[config.mk]
export PLATFORM = sky130hd
export DESIGN_NAME = wiscsc15_ctrl_unit
export DESIGN_NICKNAME = d
export VERILOG_FILES = /design/src/rtl/wiscsc15_pkg.sv /design/src/rtl/wiscsc15_dec.sv /design/src/rtl/wiscsc15_ctrl_unit.sv
export SDC_FILE = /design/constraint.sdc
export NUM_CORES = 1
export LEC_CHECK = 0
export ABC_CLOCK_PERIOD_IN_PS = 900
export BUFFER_PORTS_ARGS = -buffer_cell sky130_fd_sc_hd__buf_2
export CORE_AREA = 2 2 39 41
export DETAILED_ROUTE_END_ITERATION = 8
export DIE_AREA = 0 0 41 43
export PLACE_DENSITY = 0.67
export RECOVER_POWER = 50
export SLEW_MARGIN = 20
export SYNTH_ARGS = -nofsm -noshare
export SYNTH_HDL_FRONTEND = slang
export SYNTH_SLANG_ARGS = --single-unit
[constraint.sdc]
create_clock -name clk -period 0.9 [get_ports clk]
set_input_delay 0.045 -clock clk [delete_from_list [all_inputs] [get_ports clk]]
set_output_delay 0.045 -clock clk [all_outputs]
set_load 0.02 [all_outputs]
[src/rtl/wiscsc15_pkg.sv]
// Package with the fixed encodings for the WISC-SC15 control unit: the
// opcodes, the ALU function codes, the datapath select values and the
// bundled control word passed from the decoder to the top level.
package wiscsc15_pkg;

  // Opcode map, taken from instruction bits [15:12]
  localparam logic [3:0] OP_ADD    = 4'h0;
  localparam logic [3:0] OP_PADDSB = 4'h1;
  localparam logic [3:0] OP_SUB    = 4'h2;
  localparam logic [3:0] OP_NAND   = 4'h3;
  localparam logic [3:0] OP_XOR    = 4'h4;
  localparam logic [3:0] OP_SLL    = 4'h5;
  localparam logic [3:0] OP_SRL    = 4'h6;
  localparam logic [3:0] OP_SRA    = 4'h7;
  localparam logic [3:0] OP_LW     = 4'h8;
  localparam logic [3:0] OP_SW     = 4'h9;
  localparam logic [3:0] OP_LHB    = 4'hA;
  localparam logic [3:0] OP_LLB    = 4'hB;
  localparam logic [3:0] OP_B      = 4'hC;
  localparam logic [3:0] OP_CALL   = 4'hD;
  localparam logic [3:0] OP_RET    = 4'hE;
  localparam logic [3:0] OP_HLT    = 4'hF;

  // ALU function codes; opcodes 0-7 map onto these directly
  localparam logic [2:0] ALU_ADD    = 3'd0;
  localparam logic [2:0] ALU_PADDSB = 3'd1;
  localparam logic [2:0] ALU_SUB    = 3'd2;
  localparam logic [2:0] ALU_NAND   = 3'd3;
  localparam logic [2:0] ALU_XOR    = 3'd4;
  localparam logic [2:0] ALU_SLL    = 3'd5;
  localparam logic [2:0] ALU_SRL    = 3'd6;
  localparam logic [2:0] ALU_SRA    = 3'd7;

  // PC mux
  localparam logic PC_SRC_NOM = 1'b0;  // PC+2
  localparam logic PC_SRC_OFF = 1'b1;  // computed target

  // Register-file write address select
  localparam logic RF_WSRC_SP   = 1'b0;  // R15
  localparam logic RF_WSRC_INST = 1'b1;  // inst[11:8]

  // Register-file read port selects
  localparam logic [1:0] RSRC1_INST_7_4  = 2'd0;
  localparam logic [1:0] RSRC1_INST_11_8 = 2'd1;
  localparam logic [1:0] RSRC1_SP        = 2'd2;
  localparam logic [1:0] RSRC2_INST_3_0  = 2'd0;
  localparam logic [1:0] RSRC2_INST_11_8 = 2'd1;
  localparam logic [1:0] RSRC2_SP        = 2'd2;

  // ALU operand selects
  localparam logic       ALU_SRC1_RD1  = 1'b0;
  localparam logic       ALU_SRC1_PC   = 1'b1;
  localparam logic [1:0] ALU_SRC2_RD2  = 2'd0;
  localparam logic [1:0] ALU_SRC2_SIMM = 2'd1;
  localparam logic [1:0] ALU_SRC2_TWO  = 2'd2;
  localparam logic [1:0] ALU_SRC2_ZIMM = 2'd3;

  // Data memory selects
  localparam logic DM_IN_RD2    = 1'b0;
  localparam logic DM_IN_PC2    = 1'b1;
  localparam logic DM_ADDR_ALU  = 1'b0;
  localparam logic DM_ADDR_RD1  = 1'b1;

  // Write-back data select
  localparam logic [1:0] RF_DATA_ALU = 2'd0;
  localparam logic [1:0] RF_DATA_MEM = 2'd1;
  localparam logic [1:0] RF_DATA_LHB = 2'd2;
  localparam logic [1:0] RF_DATA_LLB = 2'd3;

  typedef struct packed {
    logic       pc_src;
    logic       rf_wsrc;
    logic [1:0] rf_rsrc1;
    logic [1:0] rf_rsrc2;
    logic       rf_w;
    logic       alu_src1;
    logic [1:0] alu_src2;
    logic       sel_call;
    logic       sel_branch;
    logic [2:0] aluop;
    logic       dm_in;
    logic       dm_addr;
    logic       dm_read;
    logic       dm_write;
    logic [1:0] rf_data;
  } ctrl_t;

  // Control word with every field at its idle value
  function automatic ctrl_t ctrl_default();
    ctrl_t c;
    c            = '0;
    c.pc_src     = PC_SRC_NOM;
    c.rf_wsrc    = RF_WSRC_INST;
    c.rf_rsrc1   = RSRC1_INST_7_4;
    c.rf_rsrc2   = RSRC2_INST_3_0;
    c.alu_src1   = ALU_SRC1_RD1;
    c.alu_src2   = ALU_SRC2_RD2;
    c.aluop      = ALU_ADD;
    c.dm_in      = DM_IN_RD2;
    c.dm_addr    = DM_ADDR_ALU;
    c.rf_data    = RF_DATA_ALU;
    return c;
  endfunction

endpackage

[src/rtl/wiscsc15_dec.sv]
// Purely combinational opcode decoder for WISC-SC15.
// Ports:
//   opcode - instruction bits [15:12]
//   ctrl   - ungated control word (enables not yet masked by halt/reset)
module wiscsc15_dec
  import wiscsc15_pkg::*;
(
  input  logic [3:0] opcode,
  output ctrl_t      ctrl
);

  always_comb begin
    ctrl = ctrl_default();
    unique case (opcode)
      OP_ADD, OP_PADDSB, OP_SUB, OP_NAND, OP_XOR: begin
        ctrl.rf_w  = 1'b1;
        ctrl.aluop = opcode[2:0];
      end
      OP_SLL, OP_SRL, OP_SRA: begin
        ctrl.rf_w     = 1'b1;
        ctrl.aluop    = opcode[2:0];
        ctrl.alu_src2 = ALU_SRC2_ZIMM;
      end
      OP_LW: begin
        ctrl.rf_w     = 1'b1;
        ctrl.alu_src2 = ALU_SRC2_SIMM;
        ctrl.aluop    = ALU_ADD;
        ctrl.dm_read  = 1'b1;
        ctrl.rf_data  = RF_DATA_MEM;
      end
      OP_SW: begin
        // Store data comes from the register named in inst[11:8]
        ctrl.rf_rsrc2 = RSRC2_INST_11_8;
        ctrl.alu_src2 = ALU_SRC2_SIMM;
        ctrl.aluop    = ALU_ADD;
        ctrl.dm_write = 1'b1;
        ctrl.dm_in    = DM_IN_RD2;
      end
      OP_LHB: begin
        // Old value of the destination is read back for the byte merge
        ctrl.rf_w     = 1'b1;
        ctrl.rf_rsrc1 = RSRC1_INST_11_8;
        ctrl.rf_data  = RF_DATA_LHB;
      end
      OP_LLB: begin
        ctrl.rf_w    = 1'b1;
        ctrl.rf_data = RF_DATA_LLB;
      end
      OP_B: begin
        ctrl.pc_src     = PC_SRC_OFF;
        ctrl.sel_branch = 1'b1;
      end
      OP_CALL: begin
        // SP <= SP-2 and mem[SP-2] <= PC+2 in one cycle
        ctrl.pc_src   = PC_SRC_OFF;
        ctrl.sel_call = 1'b1;
        ctrl.rf_rsrc1 = RSRC1_SP;
        ctrl.alu_src2 = ALU_SRC2_TWO;
        ctrl.aluop    = ALU_SUB;
        ctrl.rf_w     = 1'b1;
        ctrl.rf_wsrc  = RF_WSRC_SP;
        ctrl.dm_in    = DM_IN_PC2;
        ctrl.dm_write = 1'b1;
        ctrl.dm_addr  = DM_ADDR_ALU;
      end
      OP_RET: begin
        // Pop: read mem[SP] as the return target, SP <= SP+2
        ctrl.pc_src     = PC_SRC_OFF;
        ctrl.sel_call   = 1'b1;
        ctrl.sel_branch = 1'b1;
        ctrl.rf_rsrc1   = RSRC1_SP;
        ctrl.alu_src2   = ALU_SRC2_TWO;
        ctrl.aluop      = ALU_ADD;
        ctrl.rf_w       = 1'b1;
        ctrl.rf_wsrc    = RF_WSRC_SP;
        ctrl.dm_addr    = DM_ADDR_RD1;
        ctrl.dm_read    = 1'b1;
      end
      OP_HLT: begin
        ctrl = ctrl_default();
      end
      default: begin
        ctrl = ctrl_default();
      end
    endcase
  end

endmodule

[src/rtl/wiscsc15_ctrl_unit.sv]
// WISC-SC15 decode-stage control unit. Decodes the opcode into datapath
// selects and enables, and holds the sticky halted flag.
// Ports:
//   clk, rst          - clock, synchronous active-high reset
//   Opcode            - instruction bits [15:12]
//   pc_src .. rf_data - combinational control outputs
//   halt              - registered halted flag
//
// state      | meaning
// ST_RUN     | normal execution, enables follow the decode
// ST_HALTED  | HLT seen; all write/branch enables held at 0 until rst
module wiscsc15_ctrl_unit
  import wiscsc15_pkg::*;
(
  input  logic       clk,
  input  logic       rst,
  input  logic [3:0] Opcode,
  output logic       pc_src,
  output logic       rf_wsrc,
  output logic [1:0] rf_rsrc1,
  output logic [1:0] rf_rsrc2,
  output logic       rf_w,
  output logic       alu_src1,
  output logic [1:0] alu_src2,
  output logic       sel_call,
  output logic       sel_branch,
  output logic [2:0] aluop,
  output logic       dm_in,
  output logic       dm_addr,
  output logic       dm_read,
  output logic       dm_write,
  output logic [1:0] rf_data,
  output logic       halt
);

  typedef enum logic {ST_RUN = 1'b0, ST_HALTED = 1'b1} run_state_t;

  run_state_t state;
  ctrl_t      dec_ctrl;
  ctrl_t      out_ctrl;
  logic       block;

  wiscsc15_dec u_dec (
    .opcode (Opcode),
    .ctrl   (dec_ctrl)
  );

  always_ff @(posedge clk) begin
    if (rst) begin
      state <= ST_RUN;
      halt  <= 1'b0;
    end else begin
      unique case (state)
        ST_RUN: begin
          if (Opcode == OP_HLT) begin
            state <= ST_HALTED;
            halt  <= 1'b1;
          end
        end
        ST_HALTED: begin
          state <= ST_HALTED;
          halt  <= 1'b1;
        end
        default: begin
          state <= ST_RUN;
          halt  <= 1'b0;
        end
      endcase
    end
  end

  // HLT itself is masked combinationally so the halting instruction
  // cannot write even though the flag only rises at the next edge.
  assign block = halt | (Opcode == OP_HLT) | rst;

  always_comb begin
    out_ctrl = dec_ctrl;
    if (block) begin
      out_ctrl.rf_w       = 1'b0;
      out_ctrl.dm_read    = 1'b0;
      out_ctrl.dm_write   = 1'b0;
      out_ctrl.pc_src     = PC_SRC_NOM;
      out_ctrl.sel_call   = 1'b0;
      out_ctrl.sel_branch = 1'b0;
    end
  end

  assign pc_src     = out_ctrl.pc_src;
  assign rf_wsrc    = out_ctrl.rf_wsrc;
  assign rf_rsrc1   = out_ctrl.rf_rsrc1;
  assign rf_rsrc2   = out_ctrl.rf_rsrc2;
  assign rf_w       = out_ctrl.rf_w;
  assign alu_src1   = out_ctrl.alu_src1;
  assign alu_src2   = out_ctrl.alu_src2;
  assign sel_call   = out_ctrl.sel_call;
  assign sel_branch = out_ctrl.sel_branch;
  assign aluop      = out_ctrl.aluop;
  assign dm_in      = out_ctrl.dm_in;
  assign dm_addr    = out_ctrl.dm_addr;
  assign dm_read    = out_ctrl.dm_read;
  assign dm_write   = out_ctrl.dm_write;
  assign rf_data    = out_ctrl.rf_data;

endmodule

==> impl_metrics.toml <==
[synthesis]
synth_edf_count = 0
yosysTopAreaCell = "dfxtp_1"
async_reset_ff_share_pct = 0
synth.ff_latch_count = 2
yosysMostFrequentCell = "nor2_1"
synth_top_area_share_pct = 12.6
synthFlopType = "dfxtp_1"
synth_cells = 45
synth_area_per_cell_um2 = 7.06
ys.warnings.count = 0
synth_area_um2 = 318
synth_commonest_cells = "nor2_1, buf_4, inv_1, nand2b_1"
synthTopCellsByArea = "dfxtp_1, nor2_1, buf_4"
synth_cell_types = 26
seq_area_frac_synth_pct = 12.6

[die]
die-area_um2 = 1760
start_util_pct = 23.0
die_w_um = 41
die_h_um = 43
core_um2 = 1380
rows = 14
pin_count = 28

[critical_path]
critPathBufInv = 2
path_delay_family = "simple AND/OR/NAND/NOR gates"
slowest_stage = "dfxtp_2"
crit_path_start_kind = "flip-flop"
slowest_delay_ns = 0.30
critPathCaptureType = "output pin"
r2r_start = "halt"
critPathLaunch = "halt"
reg2reg_depth = 3
r2r_end = "halt"
criticalPathCategory = "reg -> out"
arrival_ns = 1.16
required_ns = 0.85
r2r_setup_slack_ns = 0.18
cp.depth = 4
worstPathCellList = "or2_4 > buf_6 > nor3_2 > buf_4"
crit_end = "dm_write"
worstPathMaxFanout = 4

[sta]
clock_skew_ns = 0.000549
finalSetupViolCount = 6
rsz0062_at_grt = "yes"
fmax_mhz = 827
period_share_pct = 134
fin_ws_ns = -0.309
fin_crit_ns = 1.21
maxSlewViolCount = 0
hold_violations = 0

[global_route]
busiest_layer = "met2"
first_global_vias = 398
antenna_found_initial = 0
grtUsageMet3_pct = 4.19
grt_pass1_wl_um = 1590
grt_max_degree = 10
grt_usage_pct = 13.0
grt_use_met2_pct = 19.1
grt.overflow.total = 0
grt_util_met1_pct = 15.7

[clock_network]
cts-root-buf = "clkbuf_4"
clock-sinks = 2
cts_buffer_depth = 2
htree_levels = 1
clock_latency_ns = 0.22
clkTransAtPathRegs_ns = 0.03
cts_tree = "built"
cts_buffers = 3

[finish]
drive_gt1_share_pct = 56.3
area_growth_pct = 81.5
n_antenna_cell = 0
final_area_um2 = 577
final_cell_count_no_fill = 96
nets = 88

[placement]
io_buffers = 25
hpwl_um = 780
globalplace.congestion = 0.741
dpl_cell_area_um2 = 531
place_inst = 93

[power]
swShare_pct = 37.2
switchingPower_uw = 216
p_int_uw = 365
p_leak_nw = 0.280
clkPwrFrac_pct = 32.6
p_total_uw = 581
peakVddDrop_mv = 0.549
p_seq_share_pct = 16.7
p_per_area_nw_per_um2 = 1010
p_comb_share_pct = 50.8

[detailed_routing]
dr.first_iter.drc_count = 4
drt_wl_total_um = 947
route.detailed.drc = 0
ant_nets = 0
post_drt_wl_per_cell_um = 9.86
vias = 426
routed_via_density = 4.44
dr.pass1.iters = 4

[outcome]
violations = "negative setup slack"
outcome = "finished with violations"

[flow_run]
cap_violations = 0

[hold_path]
hold_class = "in -> reg"
==> sequential cells by signal (all words and copies together) (netlist names) <==
signal and flops:
halt 1, state 1
==> worst register-to-register path, cell delays in order, from the launching register on <==
cell	delay (ns)
dfxtp_2	0.30
buf_4	0.13
nor2_1	0.10
a21oi_1	0.07
==> layout by cell type, fill, tap and decap left out, drive strengths merged, types with 2 or more instances in the layout <==
cell	instances
a21oi	2
buf	32
clkbuf	7
conb	2
dfxtp	2
inv	3
nand2b	3
nand3	2
nor2	9
nor2b	2
nor3	3
or2	2
xor2	2
==> logic make-up (layout without fill, tap and decap cells) <==
kind of cell	Yosys count	in the layout	share of synthesized area (%)
XOR/XNOR	3	3	10.6
other	1	2	1.18
flip-flops	2	2	12.6
AO/OA/AOI/OAI	6	6	15.4
AND/OR/NAND/NOR	25	25	44.5
buffers and inverters	8	42	15.7
==> power groups by stage <==
| stage | Clock (mW) | Combinational (mW) | Sequential, mW |
|---|---|---|---|
| 4_1_cts | 0.202 | 0.302 | 0.0969 |
| 2_1_floorplan | 0 | 0.181 | 0.103 |
| 3_3_place_gp | 0 | 0.278 | 0.0977 |
| 3_5_place_dp | 0 | 0.281 | 0.0981 |
| 6_report | 0.189 | 0.295 | 0.0969 |
| 5_1_grt | 0.206 | 0.319 | 0.0972 |
==> how the worst min path moves through the flow <==
stage | from | slack (ns) | to | depth (start not counted)
2_1_floorplan | rst | 0.11 | halt | 1
3_3_place_gp | rst | 0.32 | halt | 3
3_5_place_dp | rst | 0.32 | halt | 3
4_1_cts | rst | 0.09 | halt | 3
5_1_grt | rst | 0.11 | state | 3
6_report | rst | 0.11 | halt | 3
==> final cells by class <==
| cell class | instances | area (um2) |
|---|---|---|
| Clock buffer | 3 | 22.5 |
| Inverter | 3 | 11.3 |
| Multi-Input combinational cell | 36 | 253 |
| Fill cell | 153 | 807 |
| Timing Repair Buffer | 36 | 229 |
| Sequential cell | 2 | 41.3 |
| Tap cell | 16 | 20.0 |
==> stage by stage <==
step / hold WS, ns / utilization [%] / worst slack [ns] / TNS, ns
after CTS: 0.0897 / 42.4 / -0.347 / -1.96
after floorplan: 0.107 / - / -0.171 / -0.436
after detailed placement: 0.320 / 38.3 / -0.148 / -0.481
final: 0.108 / 41.7 / -0.309 / -1.65
after global placement: 0.320 / 38.3 / -0.133 / -0.430
after global routing: 0.113 / 41.7 / -0.352 / -1.94
==> per-layer routing <==
layer | vias up | wire (um) | share of wire [%]
li1 | 218 | - | -
met1 | 192 | 394 | 42
met2 | 16 | 471 | 50
met3 | 0 | 81 | 8.6
met4 | 0 | 0 | 0
met5 | - | 0 | 0
==> what timing repair did <==
action / CTS / global route
resized for setup: 9 / 2
cloned: 0 / 0
hold buffers: 0 / 0
buffers inserted: 1 / 0
pin swaps: 3 / 2
setup endpoints to repair: 6 / 8
Power figures use the tool's default switching activity.
